### src/rtl/fs_serial_2ip.sv
// Digit-serial subtractor: captures a/b, computes a - b one DIGIT-wide slice
// per cycle with a rippling borrow, and presents the result under a valid/ready handshake.
module fs_serial_2ip #(
    parameter int WIDTH = 16,
    parameter int DIGIT = 4
) (
    input  logic             clk,
    input  logic             rst,
    input  logic             in_valid,
    output logic             in_ready,
    input  logic [WIDTH-1:0] a,
    input  logic [WIDTH-1:0] b,
    output logic             out_valid,
    input  logic             out_ready,
    output logic [WIDTH-1:0] out,
    output logic             borrow
);

    localparam int NDIG = WIDTH / DIGIT;
    localparam int KW   = (NDIG > 1) ? $clog2(NDIG) : 1;
    localparam logic [KW-1:0] LAST_K = KW'(NDIG - 1);

    typedef enum logic [1:0] {
        IDLE = 2'd0,
        RUN  = 2'd1,
        DONE = 2'd2
    } state_e;

    // One digit of subtraction; bit DIGIT of the result is the borrow-out.
    function automatic logic [DIGIT:0] digit_sub(
        input logic [DIGIT-1:0] x,
        input logic [DIGIT-1:0] y,
        input logic             bin
    );
        logic [DIGIT:0] r;
        r = {1'b0, x} - {1'b0, y} - {{DIGIT{1'b0}}, bin};
        return r;
    endfunction

    state_e           state_q, state_d;
    logic [WIDTH-1:0] a_q, a_d;
    logic [WIDTH-1:0] b_q, b_d;
    logic [WIDTH-1:0] out_q, out_d;
    logic             borrow_q, borrow_d;
    logic             chain_q, chain_d;
    logic [KW-1:0]    k_q, k_d;
    logic             in_ready_q, in_ready_d;
    logic             out_valid_q, out_valid_d;
    logic [DIGIT:0]   digit_res_d;
    int               lo_d;

    // Next-state, datapath and registered-handshake decode.
    always_comb begin
        state_d     = state_q;
        a_d         = a_q;
        b_d         = b_q;
        out_d       = out_q;
        borrow_d    = borrow_q;
        chain_d     = chain_q;
        k_d         = k_q;
        digit_res_d = '0;
        lo_d        = int'(k_q) * DIGIT;

        case (state_q)
            IDLE: begin
                if (in_valid && in_ready_q) begin
                    a_d     = a;
                    b_d     = b;
                    k_d     = '0;
                    chain_d = 1'b0;
                    state_d = RUN;
                end else begin
                    state_d = IDLE;
                end
            end
            RUN: begin
                digit_res_d = digit_sub(a_q[lo_d +: DIGIT], b_q[lo_d +: DIGIT], chain_q);
                out_d[lo_d +: DIGIT] = digit_res_d[DIGIT-1:0];
                chain_d = digit_res_d[DIGIT];
                if (k_q == LAST_K) begin
                    borrow_d = digit_res_d[DIGIT];
                    k_d      = '0;
                    state_d  = DONE;
                end else begin
                    k_d = k_q + 1'b1;
                end
            end
            DONE: begin
                if (out_valid_q && out_ready) begin
                    state_d = IDLE;
                end else begin
                    state_d = DONE;
                end
            end
            default: begin
                state_d = IDLE;
            end
        endcase

        // Handshake flags are registered copies of the upcoming state.
        in_ready_d  = (state_d == IDLE);
        out_valid_d = (state_d == DONE);
    end

    // State and datapath registers with synchronous reset.
    always_ff @(posedge clk) begin
        if (rst) begin
            state_q     <= IDLE;
            a_q         <= '0;
            b_q         <= '0;
            out_q       <= '0;
            borrow_q    <= 1'b0;
            chain_q     <= 1'b0;
            k_q         <= '0;
            in_ready_q  <= 1'b1;
            out_valid_q <= 1'b0;
        end else begin
            state_q     <= state_d;
            a_q         <= a_d;
            b_q         <= b_d;
            out_q       <= out_d;
            borrow_q    <= borrow_d;
            chain_q     <= chain_d;
            k_q         <= k_d;
            in_ready_q  <= in_ready_d;
            out_valid_q <= out_valid_d;
        end
    end

    assign in_ready  = in_ready_q;
    assign out_valid = out_valid_q;
    assign out       = out_q;
    assign borrow    = borrow_q;

endmodule

### config.mk
export PLATFORM = sky130hd
export DESIGN_NAME = fs_serial_2ip
export DESIGN_NICKNAME = d
export VERILOG_FILES = /design/src/rtl/fs_serial_2ip.sv
export SDC_FILE = /design/constraint.sdc
export NUM_CORES = 1
export LEC_CHECK = 0
export ABC_CLOCK_PERIOD_IN_PS = 2800
export BUFFER_PORTS_ARGS = -buffer_cell sky130_fd_sc_hd__buf_2
export CAP_MARGIN = 30
export CORE_MARGIN = 4
export CORE_UTILIZATION = 45
export CTS_BUF_LIST = sky130_fd_sc_hd__clkbuf_16
export DETAILED_ROUTE_END_ITERATION = 16
export GPL_ROUTABILITY_DRIVEN = 0
export MAX_ROUTING_LAYER = met4
export PLACE_DENSITY = 0.71
export SKIP_LAST_GASP = 1
export SLEW_MARGIN = 30
export SYNTH_ARGS = -nofsm -noshare
export SYNTH_HDL_FRONTEND = slang
export SYNTH_SLANG_ARGS = --single-unit
### constraint.sdc
create_clock -name clk -period 2.8 [get_ports clk]
set_input_delay 0.28 -clock clk [delete_from_list [all_inputs] [get_ports clk]]
set_output_delay 0.28 -clock clk [all_outputs]
set_load 0.05 [all_outputs]
==> flow_summary.ini, run 1 <==
[layout]
finalNetCount = 378
design_area_mm2 = 0.002929
register_area_mm2 = 0.001122
diodes = 0
drive_above_1_share_pct = 23.56
area_delta_synth_final_pct = 20.05
multi_input_area_mm2 = 0.001192
fill_cells = 503
layoutNonFillerInstCount = 401

[sta]
skew_ns = 0.002494
hold_viol_final = 0
fin_crit_ns = 2.585
fmax_ghz = 0.3868
final_max_slew_viol_count = 0
finalSetupViolCount = 0
setup_tns_ns = 0
worst_slew_pin_slew_ns = 0.6323
grt_setup_unrepaired = no
slew-limit-headroom_pct = 57.46
fin_crit_sh_pct = 92.33

[worst_setup_path]
crit_arrival_ns = 2.80
slowest_delay_ns = 0.53
cp_max_fo = 8
path_buf_inv = 1
cp_common_cell = ha_1
path_cells = mux4_2, ha_1, inv_1, ha_1, or4bb_1, a21oi_1, a311oi_2, o21ai_0
start_kind = register
end_kind = register
path_class = reg -> reg
cp_data_required_time_ns = 3.02
cp_top_family = adder cells
cp_slowest_cell = mux4_2

[clock_network]
cts_root_buffer = clkbuf_16
cts_num_sinks = 56
cts-hold-fix-buffers = 0
cts_max_path_buffers = 2
cts_tree = built
cts_buffers = 5
path_clk_slew_ns = 0.07
insertion_delay_ns = 0.29
cts_max_level = 2

[power_and_ir_drop]
ir_worst_vdd_mv = 0.2697
p_per_area_mw_per_mm2 = 610.9
power_leakage_uw = 0.001203

[flow_run]
maxCapViolations = 0

[floorplanning]
core_area_mm2 = 0.005172
io_pins = 55
die-area_mm2 = 0.006664
fp-row-count = 26
die_width_um = 81.64
fp.dieH_um = 81.64
start_util_pct = 47.17

[yosys]
synth_cell_types = 29
avgSynthCellArea_um2 = 8.808
seq_area_frac_synth_pct = 45.95
syn_inst = 277
netlist_area_mm2 = 0.002440
synth-seq-cells = 56
syn_nets = 325
synth_warnings = 0

[grt]
antenna_found_initial = 0
grt_pass1_wl_um = 8549
grt_pass1_vias = 1876
grt_max_degree = 45
grt_remaining_overflow = 0
track_usage_pct = 16.87

[status]
run_status = complete, no violations

[detailed_routing]
wl_um = 5127
first_pass_iters = 4
drc_errors = 0
postRouteAntennaNets = 0
vias = 2013
wire_per_inst_um = 12.79
via_per_inst = 5.020
drtIter0Drc = 78

[placed_design]
hpwlAfterDp_um = 3775
dpl_cell_area_mm2 = 0.002788
dp.cells = 393
portBuffers = 54

[worst_hold_path]
hp-class = in -> reg
through the flow:
stage | worst slack [ns] | util (%) | power (uW) | hold slack [ns]
floorplan | 0.04521 | - | 1116 | 0.4160
global placement | 0.1395 | 53.89 | 1207 | 0.4412
detailed placement | 0.05530 | 53.89 | 1214 | 0.4469
CTS | 0.05220 | 56.60 | 1807 | 0.2171
global route | 0.03335 | 56.63 | 1887 | 0.2209
finish | 0.2147 | 56.63 | 1789 | 0.2221
layout by cell type, fill, tap and decap left out, types with 3 or more instances in the layout:
master / instances
nand2_1: 68
nor3_1: 3
inv_1: 18
buf_2: 54
a22oi_1: 12
a21oi_1: 39
nor2_1: 16
mux4_2: 8
ha_1: 10
clkbuf_16: 5
nand2b_1: 3
dfxtp_1: 55
nand3b_1: 9
buf_4: 7
worst paths after layout:
kind,depth (start not counted),startpoint,to,slack (ns)
worst min-delay path,3,b[14],b_q[14],0.22
worst min register to register,2,b_q[13],b_q[13],0.46
worst max register to register,8,k_q[0],out[15],0.21
worst max-delay path,8,k_q[0],out[15],0.21
flip-flops by register name (all words and copies together) (netlist names):
register / cells
a_q: 16
chain_q: 1
b_q: 16
state_q: 2
out: 16
k_q: 2
out_valid: 1
in_ready: 1
borrow: 1
where the power goes:
group / switching, uW / internal [uW] / leakage (uW) / total (uW)
Clock: 271 / 325 / 0.0000687 / 596
Combinational: 195 / 129 / 0.000678 / 324
Sequential: 28.2 / 841 / 0.000457 / 869
cells in the mapped netlist, drive strengths merged:
master	count	area (um^2)
or4	1	7.510
or4bb	1	11.26
nor3	3	15.01
buf	5	25.02
inv	17	63.81
a31oi	1	6.260
clkbuf	10	37.54
nand2b	3	18.77
nand2	68	255.2
dfxtp	56	1121
nor4	1	6.260
a311oi	2	23.77
nor2b	1	6.260
and3	1	6.260
nand3b	9	67.56
ha	10	125.1
nand3	2	10.01
nor2	16	60.06
xnor2	2	17.52
a21boi	1	7.510
fa	2	40.04
o21ai	4	20.02
mux4	8	180.2
nor4b	1	15.01
o31ai	1	7.510
a21oi	39	195.2
a22oi	12	90.09
worst reg2reg max path, delay by kind of cell, from the launching register on:
kind / cells / cell delay (ns)
adders and majority gates: 2 / 0.59
muxes: 1 / 0.53
and+or+nand+nor: 1 / 0.49
DFF: 1 / 0.46
AOI/OAI and AO/OA: 3 / 0.39
buffers and inverters: 1 / 0.04
final cells by class:
cell class                 instances  share of cell area [%]
clock buffer                       5                   4.272
timing repair buffer              61                   11.02
inverter                          17                   2.179
sequential                        56                   38.32
tap                               70                   2.990
clock inverter                     3                  0.5126
multi-input combinational        189                   40.71
timing repair:
item / CTS / global route
gates resized for setup: 0 / 1
setup endpoints to repair: 0 / 8
buffers inserted: 0 / 0
routing by layer:
layer | vias up | wire, um | global-route usage, % | part of all wire, %
met5 | - | 0 | - | 0
met4 | 0 | 46 | 4.485 | 0.90
met3 | 7 | 258 | 4.057 | 5.0
met2 | 42 | 2529 | 27.69 | 49
met1 | 922 | 2292 | 20.91 | 45
li1 | 1042 | - | - | -
cells by family (layout without fill, tap and decap cells):
logic type	count (synthesis)	after routing	synth area share, %
simple gates	107	107	19.64
compound gates	60	60	14.36
flops	56	56	45.95
buf+inv	32	86	5.179
fa+ha+maj	12	12	6.769
mux	8	8	7.385
xor+xnor	2	2	0.7181
No activity file was read; power rests on OpenSTA's default activity.
==> run 2, diff against run 1 <==
--- a/config.mk
+++ b/config.mk
@@ -13,7 +13,6 @@
 export CTS_BUF_LIST = sky130_fd_sc_hd__clkbuf_16
 export DETAILED_ROUTE_END_ITERATION = 16
 export GPL_ROUTABILITY_DRIVEN = 0
-export MAX_ROUTING_LAYER = met4
 export PLACE_DENSITY = 0.71
 export SKIP_LAST_GASP = 1
 export SLEW_MARGIN = 30
==> constraint.sdc (replaced) <==
create_clock -name clk -period 2.8 [get_ports clk]
set_input_delay 0.28 -clock clk [delete_from_list [all_inputs] [get_ports clk]]
set_output_delay 0.28 -clock clk [all_outputs]
set_load 0.005 [all_outputs]
==> flow_summary.ini, run 2 (same netlist as run 1, synthesis figures left out) <==
[clock_network]
insertion_delay_ns = 0.29
path_clk_slew_ns = 0.07
cts_buffers = 5
cts_max_level = 2
cts_max_path_buffers = 2
post_cts_buffers = 0
cts_num_sinks = 56
cts_root_buffer = clkbuf_16
cts_tree = built
cts-hold-fix-buffers = 0

[detailed_routing]
vias = 2011
postRouteAntennaNets = 0
wl_um = 5122
wire_per_inst_um = 12.77
drc_errors = 0
drtIter0Drc = 78
via_per_inst = 5.015
first_pass_iters = 4

[placed_design]
hpwlAfterDp_um = 3775
dp.cells = 393
portBuffers = 54
dpl_cell_area_mm2 = 0.002788

[grt]
grt_max_degree = 45
grt_pass1_vias = 1875
grt_pass1_wl_um = 8556
grt_remaining_overflow = 0
antenna_found_initial = 0
track_usage_pct = 16.40

[sta]
fmax_ghz = 0.3867
skew_ns = 0.002377
fin_crit_ns = 2.586
hold_viol_final = 0
finalSetupViolCount = 0
slew-limit-headroom_pct = 57.46
grt_setup_unrepaired = no
setup_tns_ns = 0
fin_crit_sh_pct = 92.36
worst_slew_pin_slew_ns = 0.6323
final_max_slew_viol_count = 0

[power_and_ir_drop]
power.total_uw = 1768
power_leakage_uw = 0.001203
p_per_area_mw_per_mm2 = 603.7
ir_worst_vdd_mv = 0.2695

[layout]
layoutNonFillerInstCount = 401
finalNetCount = 378
mostFrequentLayoutCell = nand2_1
diodes = 0
fill_cells = 503
layout_common_cells = 68 x nand2_1, 55 x dfxtp_1, 54 x buf_2
design_area_mm2 = 0.002929
drive_above_1_share_pct = 23.56
area_delta_synth_final_pct = 20.05

[worst_setup_path]
path_class = reg -> reg
cp_data_required_time_ns = 3.02
start_kind = register
slowest_delay_ns = 0.53
path_cells = mux4_2, ha_1, inv_1, ha_1, or4bb_1, a21oi_1, a311oi_2, o21ai_0
crit_arrival_ns = 2.80
end_kind = register
cp_top_family = adder cells
path_buf_inv = 1
cp_max_fo = 8
cp_slowest_cell = mux4_2
cp_common_cell = ha_1

[status]
run_status = complete, no violations

[worst_hold_path]
hp-class = in -> reg

[floorplanning]
io_pins = 55
fp.dieH_um = 81.64
core_area_mm2 = 0.005172
die_width_um = 81.64
start_util_pct = 47.17
die-area_mm2 = 0.006664
fp-row-count = 26

[flow_run]
maxCapViolations = 0
-- run 2: per-layer routing --
layer / up-vias / share of wire [%] / track usage [%]
li1: 1042 / - / -
met4: 0 / 1.2 / 4.485
met2: 38 / 49 / 27.69
met1: 922 / 45 / 20.91
met3: 9 / 4.7 / 4.057
met5: - / 0 / 0
-- run 2: worst min-delay path, cell delays in order --
cell,delay (ns)
buf_2,0.09
nand2_1,0.04
a21oi_1,0.05
-- run 2: final cells by class --
type | count | area (um^2) | area share [%]
Clock buffer | 5 | 125.1 | 4.272
Clock inverter | 3 | 15.01 | 0.5126
Inverter | 17 | 63.81 | 2.179
Multi-Input combinational cell | 189 | 1192 | 40.71
Sequential cell | 56 | 1122 | 38.32
Tap cell | 70 | 87.58 | 2.990
Timing Repair Buffer | 61 | 322.8 | 11.02
-- run 2: through the flow --
step	hold slack, ns	util (%)	setup slack [ns]
floorplan	0.4160	-	0.04521
global placement	0.4412	53.89	0.1395
detailed placement	0.4469	53.89	0.05530
CTS	0.2171	56.60	0.05220
global route	0.2209	56.63	0.03335
finish	0.2223	56.63	0.2139
-- run 2: power by group --
group / internal [uW] / total (uW) / switching (uW)
Sequential: 841 / 869 / 28.2
Combinational: 129 / 303 / 175
Clock: 325 / 596 / 270
-- run 2: path summary, 6_finish.rpt --
check          start       to  cells past startpoint  slack (ns)
max           k_q[0]  out[15]                      8        0.21
min            b[14]  b_q[14]                      3        0.22
max reg2reg   k_q[0]  out[15]                      8        0.21
min reg2reg  b_q[13]  b_q[13]                      2        0.46
-- run 2: repair_timing --
| action | 4_1_cts | 5_1_grt |
|---|---|---|
| setup endpoints to repair | 0 | 8 |
| resized for setup | 0 | 1 |
| hold endpoints to repair | 0 | 0 |
